File: config.mk
export PLATFORM = sky130hd
export DESIGN_NAME = led_pattern_sequencer
export DESIGN_NICKNAME = d
export VERILOG_FILES = /design/src/rtl/led_seq_pkg.sv /design/src/rtl/led_tick_gen.sv /design/src/rtl/led_pattern_sequencer.sv
export SDC_FILE = /design/constraint.sdc
export NUM_CORES = 1
export LEC_CHECK = 0
export ABC_AREA = 1
export CAP_MARGIN = 20
export CELL_PAD_IN_SITES_DETAIL_PLACEMENT = 0
export CELL_PAD_IN_SITES_GLOBAL_PLACEMENT = 2
export CORE_UTILIZATION = 30
export DETAILED_ROUTE_END_ITERATION = 8
export DONT_BUFFER_PORTS = 1
export HOLD_SLACK_MARGIN = 0.08
export PLACE_DENSITY_LB_ADDON = 0.1
export SYNTH_ARGS = -nofsm -noshare
export SYNTH_HDL_FRONTEND = slang
export SYNTH_SLANG_ARGS = --single-unit
File: constraint.sdc
create_clock -name clk -period 2.1 [get_ports clk]
set_input_delay 0.105 -clock clk [delete_from_list [all_inputs] [get_ports clk]]
set_output_delay 0.105 -clock clk [all_outputs]
set_load 0.05 [all_outputs]
File: src/rtl/led_seq_pkg.sv
`default_nettype none
// ============================================================================
// Module   : led_seq_pkg
// Purpose  : Shared types and constants for the LED pattern sequencer:
//            display-mode encoding, per-mode seed patterns and a seed lookup.
// Revision : 1.0 - initial release
// ============================================================================
package led_seq_pkg;

    typedef enum logic [1:0] {
        MODE_OFF    = 2'd0,
        MODE_SHIFT  = 2'd1,
        MODE_BOUNCE = 2'd2,
        MODE_BLINK  = 2'd3
    } mode_t;

    localparam logic [15:0] SEED_SHIFT  = 16'h0001;
    localparam logic [15:0] SEED_BOUNCE = 16'h0001;
    localparam logic [15:0] SEED_BLINK  = 16'hFFFF;

    // Pattern loaded into the LED register when a mode is applied.
    function automatic logic [15:0] seed_of(input mode_t m);
        logic [15:0] s;
        case (m)
            MODE_SHIFT:  s = SEED_SHIFT;
            MODE_BOUNCE: s = SEED_BOUNCE;
            MODE_BLINK:  s = SEED_BLINK;
            default:     s = 16'h0000;
        endcase
        return s;
    endfunction

endpackage : led_seq_pkg
`default_nettype wire

File: src/rtl/led_tick_gen.sv
`default_nettype none
// ============================================================================
// Module   : led_tick_gen
// Purpose  : Step prescaler. Counts 0..TICK_CYCLES-1 and raises a registered
//            one-cycle tick while the count sits at TICK_CYCLES-1.
// Ports    : clk   - system clock
//            rst_n - asynchronous active-low reset
//            hold  - freeze the count, suppress tick
//            clear - restart the count from 0 (wins over hold)
//            tick  - one-cycle step pulse
// Revision : 1.0 - initial release
// ============================================================================
module led_tick_gen #(
    parameter  int TICK_CYCLES = 100_000_000,
    localparam int CNT_W       = $clog2(TICK_CYCLES)
) (
    input  logic clk,
    input  logic rst_n,
    input  logic hold,
    input  logic clear,
    output logic tick
);

    localparam logic [CNT_W-1:0] LAST = CNT_W'(TICK_CYCLES - 1);

    logic [CNT_W-1:0] count_q, count_d;
    logic             tick_q,  tick_d;

    always_comb begin
        count_d = count_q;
        tick_d  = 1'b0;
        if (clear) begin
            count_d = '0;
        end else if (hold) begin
            count_d = count_q;
        end else if (count_q == LAST) begin
            // A hold that started while the count was at LAST swallowed the
            // tick; issue it now instead of wrapping, so no step is lost.
            if (tick_q) begin
                count_d = '0;
            end else begin
                tick_d  = 1'b1;
            end
        end else begin
            count_d = count_q + CNT_W'(1);
            tick_d  = (count_d == LAST);
        end
    end

    always_ff @(posedge clk or negedge rst_n) begin
        if (!rst_n) begin
            count_q <= '0;
            tick_q  <= 1'b0;
        end else begin
            count_q <= count_d;
            tick_q  <= tick_d;
        end
    end

    assign tick = tick_q;

endmodule : led_tick_gen
`default_nettype wire

File: src/rtl/led_pattern_sequencer.sv
`default_nettype none
// ============================================================================
// Module   : led_pattern_sequencer
// Purpose  : Drives a 16-LED bank through OFF / SHIFT / BOUNCE / BLINK
//            patterns. Mode requests arrive over valid/ready and are applied
//            on step boundaries (immediately when OFF or paused).
// Ports    : clk, rst_n (async active-low)
//            mode_req_valid / mode_req / mode_req_ready - mode request handshake
//            pause  - freeze prescaler and pattern
//            mode   - currently applied mode
//            tick   - one-cycle pulse per pattern step
//            LED    - LED drive, bit 0 rightmost
//            brightness - 4-bit PWM duty (only with LED_PWM_EN)
// Config   : `define LED_PWM_EN adds brightness input and PWM gating of LED.
// Revision : 1.0 - initial release
// ============================================================================
module led_pattern_sequencer
    import led_seq_pkg::*;
#(
    parameter int TICK_CYCLES = 100_000_000
) (
    input  logic        clk,
    input  logic        rst_n,
    input  logic        mode_req_valid,
    input  logic [1:0]  mode_req,
    output logic        mode_req_ready,
    input  logic        pause,
`ifdef LED_PWM_EN
    input  logic [3:0]  brightness,
`endif
    output logic [1:0]  mode,
    output logic        tick,
    output logic [15:0] LED
);

    mode_t       mode_q,     mode_d;
    mode_t       pend_mode_q, pend_mode_d;
    logic        pending_q,  pending_d;
    logic [15:0] led_q,      led_d;
    logic        dir_up_q,   dir_up_d;

    logic        w_tick;
    logic        w_accept;
    logic        w_apply;
    logic        w_step;

    led_tick_gen #(
        .TICK_CYCLES (TICK_CYCLES)
    ) u_tick_gen (
        .clk   (clk),
        .rst_n (rst_n),
        .hold  (pause),
        .clear (w_apply),
        .tick  (w_tick)
    );

    // A request accepted in a tick cycle is only pending from the next
    // cycle on, so it naturally waits for the following tick.
    assign w_accept = mode_req_valid && !pending_q;
    assign w_apply  = pending_q && (w_tick || pause || (mode_q == MODE_OFF));
    assign w_step   = w_tick && !pause;

    always_comb begin
        mode_d      = mode_q;
        pend_mode_d = pend_mode_q;
        pending_d   = pending_q;
        led_d       = led_q;
        dir_up_d    = dir_up_q;

        if (w_accept) begin
            pending_d   = 1'b1;
            pend_mode_d = mode_t'(mode_req);
        end

        if (w_apply) begin
            mode_d    = pend_mode_q;
            led_d     = seed_of(pend_mode_q);
            dir_up_d  = 1'b1;
            pending_d = 1'b0;
        end else if (w_step) begin
            case (mode_q)
                MODE_SHIFT:  led_d = {led_q[14:0], led_q[15]};
                MODE_BOUNCE: begin
                    led_d = dir_up_q ? (led_q << 1) : (led_q >> 1);
                    // Flip at the ends so the next step heads back inward.
                    if (led_d == 16'h8000) begin
                        dir_up_d = 1'b0;
                    end else if (led_d == 16'h0001) begin
                        dir_up_d = 1'b1;
                    end
                end
                MODE_BLINK:  led_d = ~led_q;
                default:     led_d = 16'h0000;
            endcase
        end
    end

    always_ff @(posedge clk or negedge rst_n) begin
        if (!rst_n) begin
            mode_q      <= MODE_OFF;
            pend_mode_q <= MODE_OFF;
            pending_q   <= 1'b0;
            led_q       <= 16'h0000;
            dir_up_q    <= 1'b1;
        end else begin
            mode_q      <= mode_d;
            pend_mode_q <= pend_mode_d;
            pending_q   <= pending_d;
            led_q       <= led_d;
            dir_up_q    <= dir_up_d;
        end
    end

    assign mode_req_ready = !pending_q;
    assign mode           = mode_q;
    assign tick           = w_tick;

`ifdef LED_PWM_EN
    logic [3:0] pwm_cnt_q, pwm_cnt_d;

    always_comb begin
        pwm_cnt_d = pwm_cnt_q + 4'd1;
    end

    always_ff @(posedge clk or negedge rst_n) begin
        if (!rst_n) begin
            pwm_cnt_q <= 4'd0;
        end else begin
            pwm_cnt_q <= pwm_cnt_d;
        end
    end

    assign LED = led_q & {16{pwm_cnt_q < brightness}};
`else
    assign LED = led_q;
`endif

endmodule : led_pattern_sequencer
`default_nettype wire

==> summary.md, run 1 <==
| Metric | Value |
|---|---|
| Synthesized area per cell | 6.698 um2 |
| Transition at the pin with the smallest max-transition slack | about 0.56 ns |
| Initial antenna violation count | 0 |
| Count of input and output buffers | 0 |
| Total non-filler cell area in the finished layout | approximately 0.0041 mm2 |
| Leading cell types by count after synthesis | nand2_1 (157), nand3_1 (67), inv_1 (63) |
| Max Freq | 515.1 MHz |
| Fin crit share | 0.9244 |
| Yosys cell types | 36 |
| Leakage component of the power | slightly below 2 nW |
| Overall overflow remaining after global route | 0 |
| Outcome | finished, final reports clean |
| Instance area at placement | between 0.003 and 0.004 mm2 |
| Worst reg2reg path startpoint | u_tick_gen.count_q[1]$_DFFE_PN0P_ |
| Post-synth top area share | 0.3575 |
| Pin count of the biggest net entering global routing | around 50 |
| Residual DRC | 0 |
| Share of post-route cells with drive strength above 1 | 0.1282 |
| Combinational family with the most area after synthesis | simple AND/OR/NAND/NOR gates |
| Diode count | 0 |
| DRT antenna net count | 0 |
| Std-Cell Core Area | roughly 0.011 mm2 |
| Depth of the CTS H-tree | 2 |
| Required time of the critical path | about 2.3 ns |
| Post-synth ARST share | 1.000 |
| Met3 layer usage reported by global route | 0.03228 |
| Combined global-route utilization of all metal layers | 0.1913 |
| Data arrival, critical path | between 2 and 2.5 ns |
| Die Y-Extent | approximately 110 um |
| Vias in the first global route | 3,240 |
| Final worst clock skew | 0.005441 ns |
| Final slew viol count | 0 |
| Number of clock sinks | 50 |
| Worst Path Class, Setup | reg2reg |
| Setup slack on the worst flop-to-flop path | ~0.16 ns |
| Estimated wirelength of the detail-placed design | 7683 um |
| Iteration-0 DRC Markers | between 200 and 250 |
| Die extent in x | between 100 and 150 um |
| Gate count of the mapped netlist | just over 500 |
| CP Depth | 11 |
| Fraction of the mapped netlist area in compound gates | 0.1372 |
| Met1 Track Usage GR | 0.2861 |
| Worst min-delay path startpoint | pause |
| Clock latency at the later pin of the worst-skew pair | 0.30 ns |
| Final Setup Violations | 0 |
| Unrepaired setup endpoints after global routing | no |
| Post-synthesis share of cell area spent on full adders, half adders and majority gates | 0.007297 |
| Clock tree from TritonCTS | yes |
| Clock transition time at the flip-flop clock pins of the worst setup and hold paths | about 0.070 ns |
| Number of search-and-repair iterations in the first detailed-routing pass | 4 |
| Final hold vios | 0 |
| Power per unit of standard cell area | about 1200 mW/mm2 |
| IO Pins | 26 |
| Initial core utilization | 0.3123 |
| GR peak layer | met1 |
| Post-synthesis sequential area ratio | 0.3652 |
| Hold Path Class | in2reg |
| Worst stage delay on the critical path | about 0.42 ns |
| Most instantiated flip-flop cell in the synthesis netlist | dfrtp_1 |
| WL/cell | 15.57 um |
| Post-synthesis to final-layout area growth | 18.83% |
| Synth Area in XOR/XNOR | 0.01788 |
| First-pass GRT wire length | ~17,000 um |
| Endpoint of the most critical register-to-register path | u_tick_gen.tick$_DFF_PN0_ |
| Buf/Inv on CP | 2 |
| Cell at the root of the clock tree | clkbuf_16 |
| Via-to-Cell Ratio | about 5.0 |
| Slew margin rel. | 0.6254 |
| Post-Synthesis Cell Area | 0.003430 mm2 |
| Kind of end point of the critical path | flop |
| Maximum Capacitance Violations | 0 |
| Maximum vdd ir drop | about 1000 uV |
| Sink of the worst hold path | dir_up_q$_DFFE_PN1P_ |
| Inserted Clock Buffers | 5 |
| Number of enable flip-flop cells after synthesis | 0 |
| Nets@finish | approximately 550 |
| Top cells by area, synth | dfrtp_1 (36%), nand2_1 (17%), nand3_1 (9.8%) |
| Die outline area | ~0.012 mm2 |
| Dominant cell by count in the synthesized netlist | nand2_1 |
| Synthesized net count | 520 |
| Cells on worst reg2reg path | 11 |
| Number of synthesized register bits | 50 |
| Critical path's top delay family | simple AND/OR/NAND/NOR gates |
| CTS Buffer Depth | 2 |
| Post-synthesis simple-gate area fraction | 0.3721 |
| Total vias in the final route | 3,403 |
| Master of the slowest instance on the critical path | dfrtp_1 |
| Post-synth top area cell | dfrtp_1 |
| Hold depth | 5 |
| Multiplexer fraction of the synthesized cell area | 0.006567 |
| Global-route met2 utilization | 0.2794 |
| Total Wirelength | approximately 11,000 um |
| Setup total negative slack | 0 ns |
| Series of cell instances along the critical path | ha_2 -> inv_1 -> nor2_4 -> nand2_4 -> nor2_4 -> buf_4 -> xnor2_1 -> nand3_1 -> nor2_1 -> nand3_1 -> a21oi_1 |
| Startpoint type of the worst setup path | flop |
| Min Clock Period, post-route | between 1.5 and 2 ns |
| Largest fanout on the critical path | 7 |
| GP Congestion | 0.8054 |
| Synth warn | 0 |
| Total number of placement rows | 38 |
[where the power goes]
group          leakage, nW  switching [W]  internal, W  total (W)
combinational         1.26        0.00171     0.000729    0.00244
clock               0.0712       0.000384     0.000477   0.000862
sequential           0.646       0.000262      0.00118    0.00145
[metal layers]
layer  vias to the layer above  share of wire
met2                        67           0.42
met4                         0          0.013
met1                      1586           0.52
met3                        10          0.050
li1                       1740              -
met5                         -              0
[worst reg2reg max path, cell delays in order, from the launching register on]
cell	delay, ns
dfrtp_1	0.42
ha_2	0.22
inv_1	0.07
nor2_4	0.14
nand2_4	0.09
nor2_4	0.20
buf_4	0.14
xnor2_1	0.13
nand3_1	0.15
nor2_1	0.12
nand3_1	0.08
a21oi_1	0.11
[stage by stage]
| stage | util | hold WS, ns | worst slack (ns) | total power (W) | std cells |
|---|---|---|---|---|---|
| floorplan | - | -0.1906 | 0.2326 | 0.003103 | 512 |
| global placement | 0.3481 | -0.1895 | 0.05701 | 0.003874 | 671 |
| detailed placement | 0.3481 | -0.1894 | 0.04704 | 0.003869 | 671 |
| CTS | 0.3685 | 0.1579 | 0.02410 | 0.004787 | 685 |
| global route | 0.3710 | 0.2041 | 0.004312 | 0.005062 | 686 |
| finish | 0.3710 | 0.1719 | 0.1587 | 0.004745 | 686 |
[worst max-delay path by stage]
stage                                      startpoint  slack (ns)                        end
finish              u_tick_gen.count_q[1]$_DFFE_PN0P_        0.16  u_tick_gen.tick$_DFF_PN0_
detailed placement  u_tick_gen.count_q[1]$_DFFE_PN0P_        0.05  u_tick_gen.tick$_DFF_PN0_
floorplan                   u_tick_gen.tick$_DFF_PN0_        0.23        LED[12]$_DFFE_PN0P_
global route        u_tick_gen.count_q[1]$_DFFE_PN0P_       0.004  u_tick_gen.tick$_DFF_PN0_
CTS                 u_tick_gen.count_q[1]$_DFFE_PN0P_        0.02  u_tick_gen.tick$_DFF_PN0_
global placement    u_tick_gen.count_q[1]$_DFFE_PN0P_        0.06  u_tick_gen.tick$_DFF_PN0_
[kinds of logic (layout without fill, tap and decap cells)]
family,Yosys count,after routing
DFF,50,50
buffers and inverters,80,114
AOI/OAI and AO/OA,77,77
adders and majority gates,2,2
xor gates and xnor gates,7,7
muxes,2,2
and+or+nand+nor,294,294
[state kept, by name, indices dropped and copies added, names as in the netlist]
| signal | count |
|---|---|
| pending_q | 1 |
| dir_up_q | 1 |
| pend_mode_q | 2 |
| LED | 16 |
| u_tick_gen.count_q | 27 |
| u_tick_gen.tick | 1 |
| mode | 2 |
[final cells by class]
class,instances,area (um2)
Clock buffer,8,146.4
Inverter,64,240.2
Fill cell,1188,6908
Sequential cell,50,1252
Tap cell,140,175.2
Timing Repair Buffer,42,385.4
Multi-Input combinational cell,382,1876
[placed cells by master, fill, tap and decap left out, types with 2 or more instances in the layout]
| master | n |
|---|---|
| buf_12 | 3 |
| inv_1 | 63 |
| nand3_1 | 67 |
| nor2_4 | 4 |
| nand2_1 | 157 |
| nor4_1 | 3 |
| nor2_2 | 8 |
| dlygate4sd3_1 | 5 |
| a21oi_1 | 22 |
| nor3_1 | 6 |
| nand2_2 | 4 |
| a22oi_1 | 5 |
| o22ai_1 | 5 |
| o21ai_1 | 2 |
| o221ai_1 | 10 |
| xor2_1 | 4 |
| buf_4 | 33 |
| o21ai_0 | 24 |
| dfrtp_1 | 49 |
| mux2_2 | 2 |
| nor2_1 | 37 |
| a21oi_2 | 2 |
| clkbuf_16 | 5 |
| nand4_1 | 3 |
| clkbuf_1 | 2 |
| xnor2_1 | 3 |
| o21bai_1 | 3 |
[what timing repair did]
action,CTS,global route
endpoints found under the setup margin,0,1
hold buffers,6,0
endpoints found under the hold margin,54,0
gates resized for setup,0,6
buffers inserted,0,1
No activity file was read; power rests on OpenSTA's default activity.
==> inputs of run 2 (changes only) <==
--- a/config.mk
+++ b/config.mk
@@ -9,6 +9,7 @@
 export CAP_MARGIN = 20
 export CELL_PAD_IN_SITES_DETAIL_PLACEMENT = 0
 export CELL_PAD_IN_SITES_GLOBAL_PLACEMENT = 2
+export CORE_ASPECT_RATIO = 1.25
 export CORE_UTILIZATION = 30
 export DETAILED_ROUTE_END_ITERATION = 8
 export DONT_BUFFER_PORTS = 1
==> summary.md, run 2 (synthesis gave the netlist of run 1 again) <==
| Metric | Value |
|---|---|
| Overall overflow remaining after global route | 0 (unchanged) |
| Util after Layout | 0.3702 (-0.0008580) |
| Commonest cells after routing, fill and taps aside | nand2_1 (157), nand3_1 (67), inv_1 (63) |
| Hold depth | 5 (unchanged) |
| Clock transition time at the flip-flop clock pins of the worst setup and hold paths | 0.07 ns (about the same) |
| Worst hold slack | 0.1560 ns (-0.01588 ns) |
| Share of post-route cells with drive strength above 1 | 0.1558 (+0.02759) |
| Leakage component of the power | 1.974 nW (about the same) |
| Total number of placement rows | 43 (+13%) |
| Most common cell type on the critical path | nand2_1 |
| Depth of the CTS H-tree | 2 (unchanged) |
| Pin count of the biggest net entering global routing | 51 (unchanged) |
| Initial core utilization | 0.3079 (-0.004315) |
| Maximum Capacitance Violations | 0 (unchanged) |
| Worst reg2reg path startpoint | u_tick_gen.count_q[0]$_DFFE_PN0P_ |
| Master of the slowest instance on the critical path | dfrtp_2 |
| Die outline area | 0.01187 mm2 (about the same) |
| Max Freq | 533.2 MHz (+3.5%) |
| Final worst clock skew | 0.009435 ns (+0.003994 ns) |
| Fillcell total | 1,254 (+5.6%) |
| Combined global-route utilization of all metal layers | 0.1991 (+0.007807) |
| GP Congestion | 0.7718 (-4.2%) |
| WL/cell | 16.20 um (+4.0%) |
| Count of input and output buffers | 0 (unchanged) |
| Via-to-Cell Ratio | 4.962 (about the same) |
| Iteration-0 DRC Markers | 162 (-25%) |
| Fin crit share | 0.8931 (-0.03139) |
| Number of placed cells counting well taps | 667 (-0.60%) |
| DRT antenna net count | 0 (unchanged) |
| Worst Path Class, Setup | reg2reg |
| Required time of the critical path | 2.33 ns (about the same) |
| Die extent in x | 97.63 um (-10%) |
| Slew margin rel. | 0.6440 (+0.01862) |
| Maximum vdd ir drop | 412.1 uV (-60%) |
| Estimated wirelength of the detail-placed design | 7952 um (+3.5%) |
| Worst stage delay on the critical path | 0.42 ns (about the same) |
| Final hold vios | 0 (unchanged) |
| Clock latency at the later pin of the worst-skew pair | 0.30 ns (about the same) |
| Std-Cell Core Area | 0.01114 mm2 (+1.4%) |
| Initial antenna violation count | 0 (unchanged) |
| Total power of the final layout | 0.004773 W (+0.58%) |
| Transition at the pin with the smallest max-transition slack | 0.5340 ns (-0.02793 ns) |
| Setup slack on the worst flop-to-flop path | 0.22 ns (+0.07 ns) |
| Vias in the first global route | 3,463 (+6.9%) |
| IO Pins | 26 (unchanged) |
| Worst min-delay path startpoint | pause |
| First-pass GRT wire length | 18,370 um (+7.2%) |
| Hold Path Class | in2reg |
| Startpoint type of the worst setup path | flop |
| Cell at the root of the clock tree | clkbuf_16 |
| Endpoint of the most critical register-to-register path | u_tick_gen.tick$_DFF_PN0_ |
| Largest register by flop count | u_tick_gen.count_q |
| Final slew viol count | 0 (unchanged) |
| Total Wirelength | 11,130 um (+4.2%) |
| Worst slack after detailed placement | -0.02912 ns (-0.07616 ns) |
| Largest register FFs | 27 (unchanged) |
| Diode count | 0 (unchanged) |
| Kind of end point of the critical path | flop |
| Clock tree from TritonCTS | yes |
| Outcome | finished, violations left |
| CTS Buffer Depth | 2 (unchanged) |
| Total vias in the final route | 3,409 (+0.18%) |
| Worst Setup Slack, final | 0.2246 ns (+0.06592 ns) |
| Most frequent standard cell in the layout excluding fill and tap cells | nand2_1 |
| Sink of the worst hold path | dir_up_q$_DFFE_PN1P_ |
| Series of cell instances along the critical path | ha_4 -> inv_1 -> nor2_4 -> nand2_1 -> nor2_4 -> nand2_1 -> nand2_1 -> nand2_1 -> nor2_2 -> nand2_1 -> nor2_2 -> nand3_1 -> a21oi_2 |
| Largest fanout on the critical path | 4 (-3) |
| Residual DRC | 8 (+8) |
| Final Setup Violations | 0 (unchanged) |
| Number of clock sinks | 50 (unchanged) |
| Die Y-Extent | 121.5 um (+12%) |
| Number of search-and-repair iterations in the first detailed-routing pass | 7 (+3) |
| Data arrival, critical path | 2.11 ns (-0.06 ns) |
| Power per unit of standard cell area | 1158 mW/mm2 (-0.58%) |
| Inserted Clock Buffers | 5 (unchanged) |
| Min Clock Period, post-route | 1.875 ns (-0.06592 ns) |
| Post-synthesis to final-layout area growth | 20.21% |
| Nets@finish | 559 (+1.1%) |
| Violated checks | design-rule violations |
| Final Instance Count excl. Fillers | 687 (+0.15%) |
| Cells on worst reg2reg path | 13 (+2) |
run 2: how the worst max path moves through the flow:
| stage | start | cells after the start | slack, ns | endpoint |
|---|---|---|---|---|
| finish | u_tick_gen.count_q[0]$_DFFE_PN0P_ | 13 | 0.22 | u_tick_gen.tick$_DFF_PN0_ |
| global route | u_tick_gen.count_q[0]$_DFFE_PN0P_ | 11 | -0.01 | u_tick_gen.tick$_DFF_PN0_ |
| CTS | u_tick_gen.count_q[0]$_DFFE_PN0P_ | 13 | 0.04 | u_tick_gen.tick$_DFF_PN0_ |
| floorplan | u_tick_gen.tick$_DFF_PN0_ | 9 | 0.23 | LED[12]$_DFFE_PN0P_ |
| detailed placement | u_tick_gen.count_q[1]$_DFFE_PN0P_ | 13 | -0.03 | u_tick_gen.tick$_DFF_PN0_ |
| global placement | u_tick_gen.count_q[0]$_DFFE_PN0P_ | 13 | -0.03 | u_tick_gen.tick$_DFF_PN0_ |
run 2: routing by layer:
layer	vias to the layer above	global-route usage	wire length, um	share of wire
li1	1756	-	-	-
met1	1586	0.2360	4761	0.43
met2	49	0.3701	5854	0.53
met3	18	0.02467	255	0.023
met4	0	0.06818	257	0.023
met5	-	0	0	0
run 2: final cells by class:
type | instances | area, um2 | share of cell area
Clock inverter | 2 | 10.01 | 0.002428
Inverter | 64 | 240.2 | 0.05827
Multi-Input combinational cell | 382 | 1892 | 0.4589
Tap cell | 135 | 168.9 | 0.04097
Clock buffer | 6 | 128.9 | 0.03126
Timing Repair Buffer | 48 | 420.4 | 0.1020
Sequential cell | 50 | 1262 | 0.3062
run 2: per-stage QoR:
step / TNS [ns] / instance area (um2)
global route: -0.009601 / 4123
finish: 0 / 4123
floorplan: 0 / 3430
detailed placement: -0.02912 / 3812
CTS: 0 / 4041
global placement: -0.03339 / 3812
run 2: timing repair:
item	CTS	global route
resized for setup	1	16
hold buffers	7	0
endpoints found under the setup margin	1	1
hold endpoints to repair	54	0
buffers inserted	0	5
gates cloned	0	0
pin swaps	0	2
run 2: critical path: cells and delay by family (launching register included):
kind	cells	cell delay, ns
and+or+nand+nor	10	1.05
buffers and inverters	1	0.06
AOI/OAI and AO/OA	1	0.12
DFF	1	0.42
adders and majority gates	1	0.16
run 2: power breakdown:
| group | internal (W) | switching [W] |
|---|---|---|
| logic | 0.000771 | 0.00175 |
| clock network | 0.000440 | 0.000390 |
| registers | 0.00119 | 0.000231 |
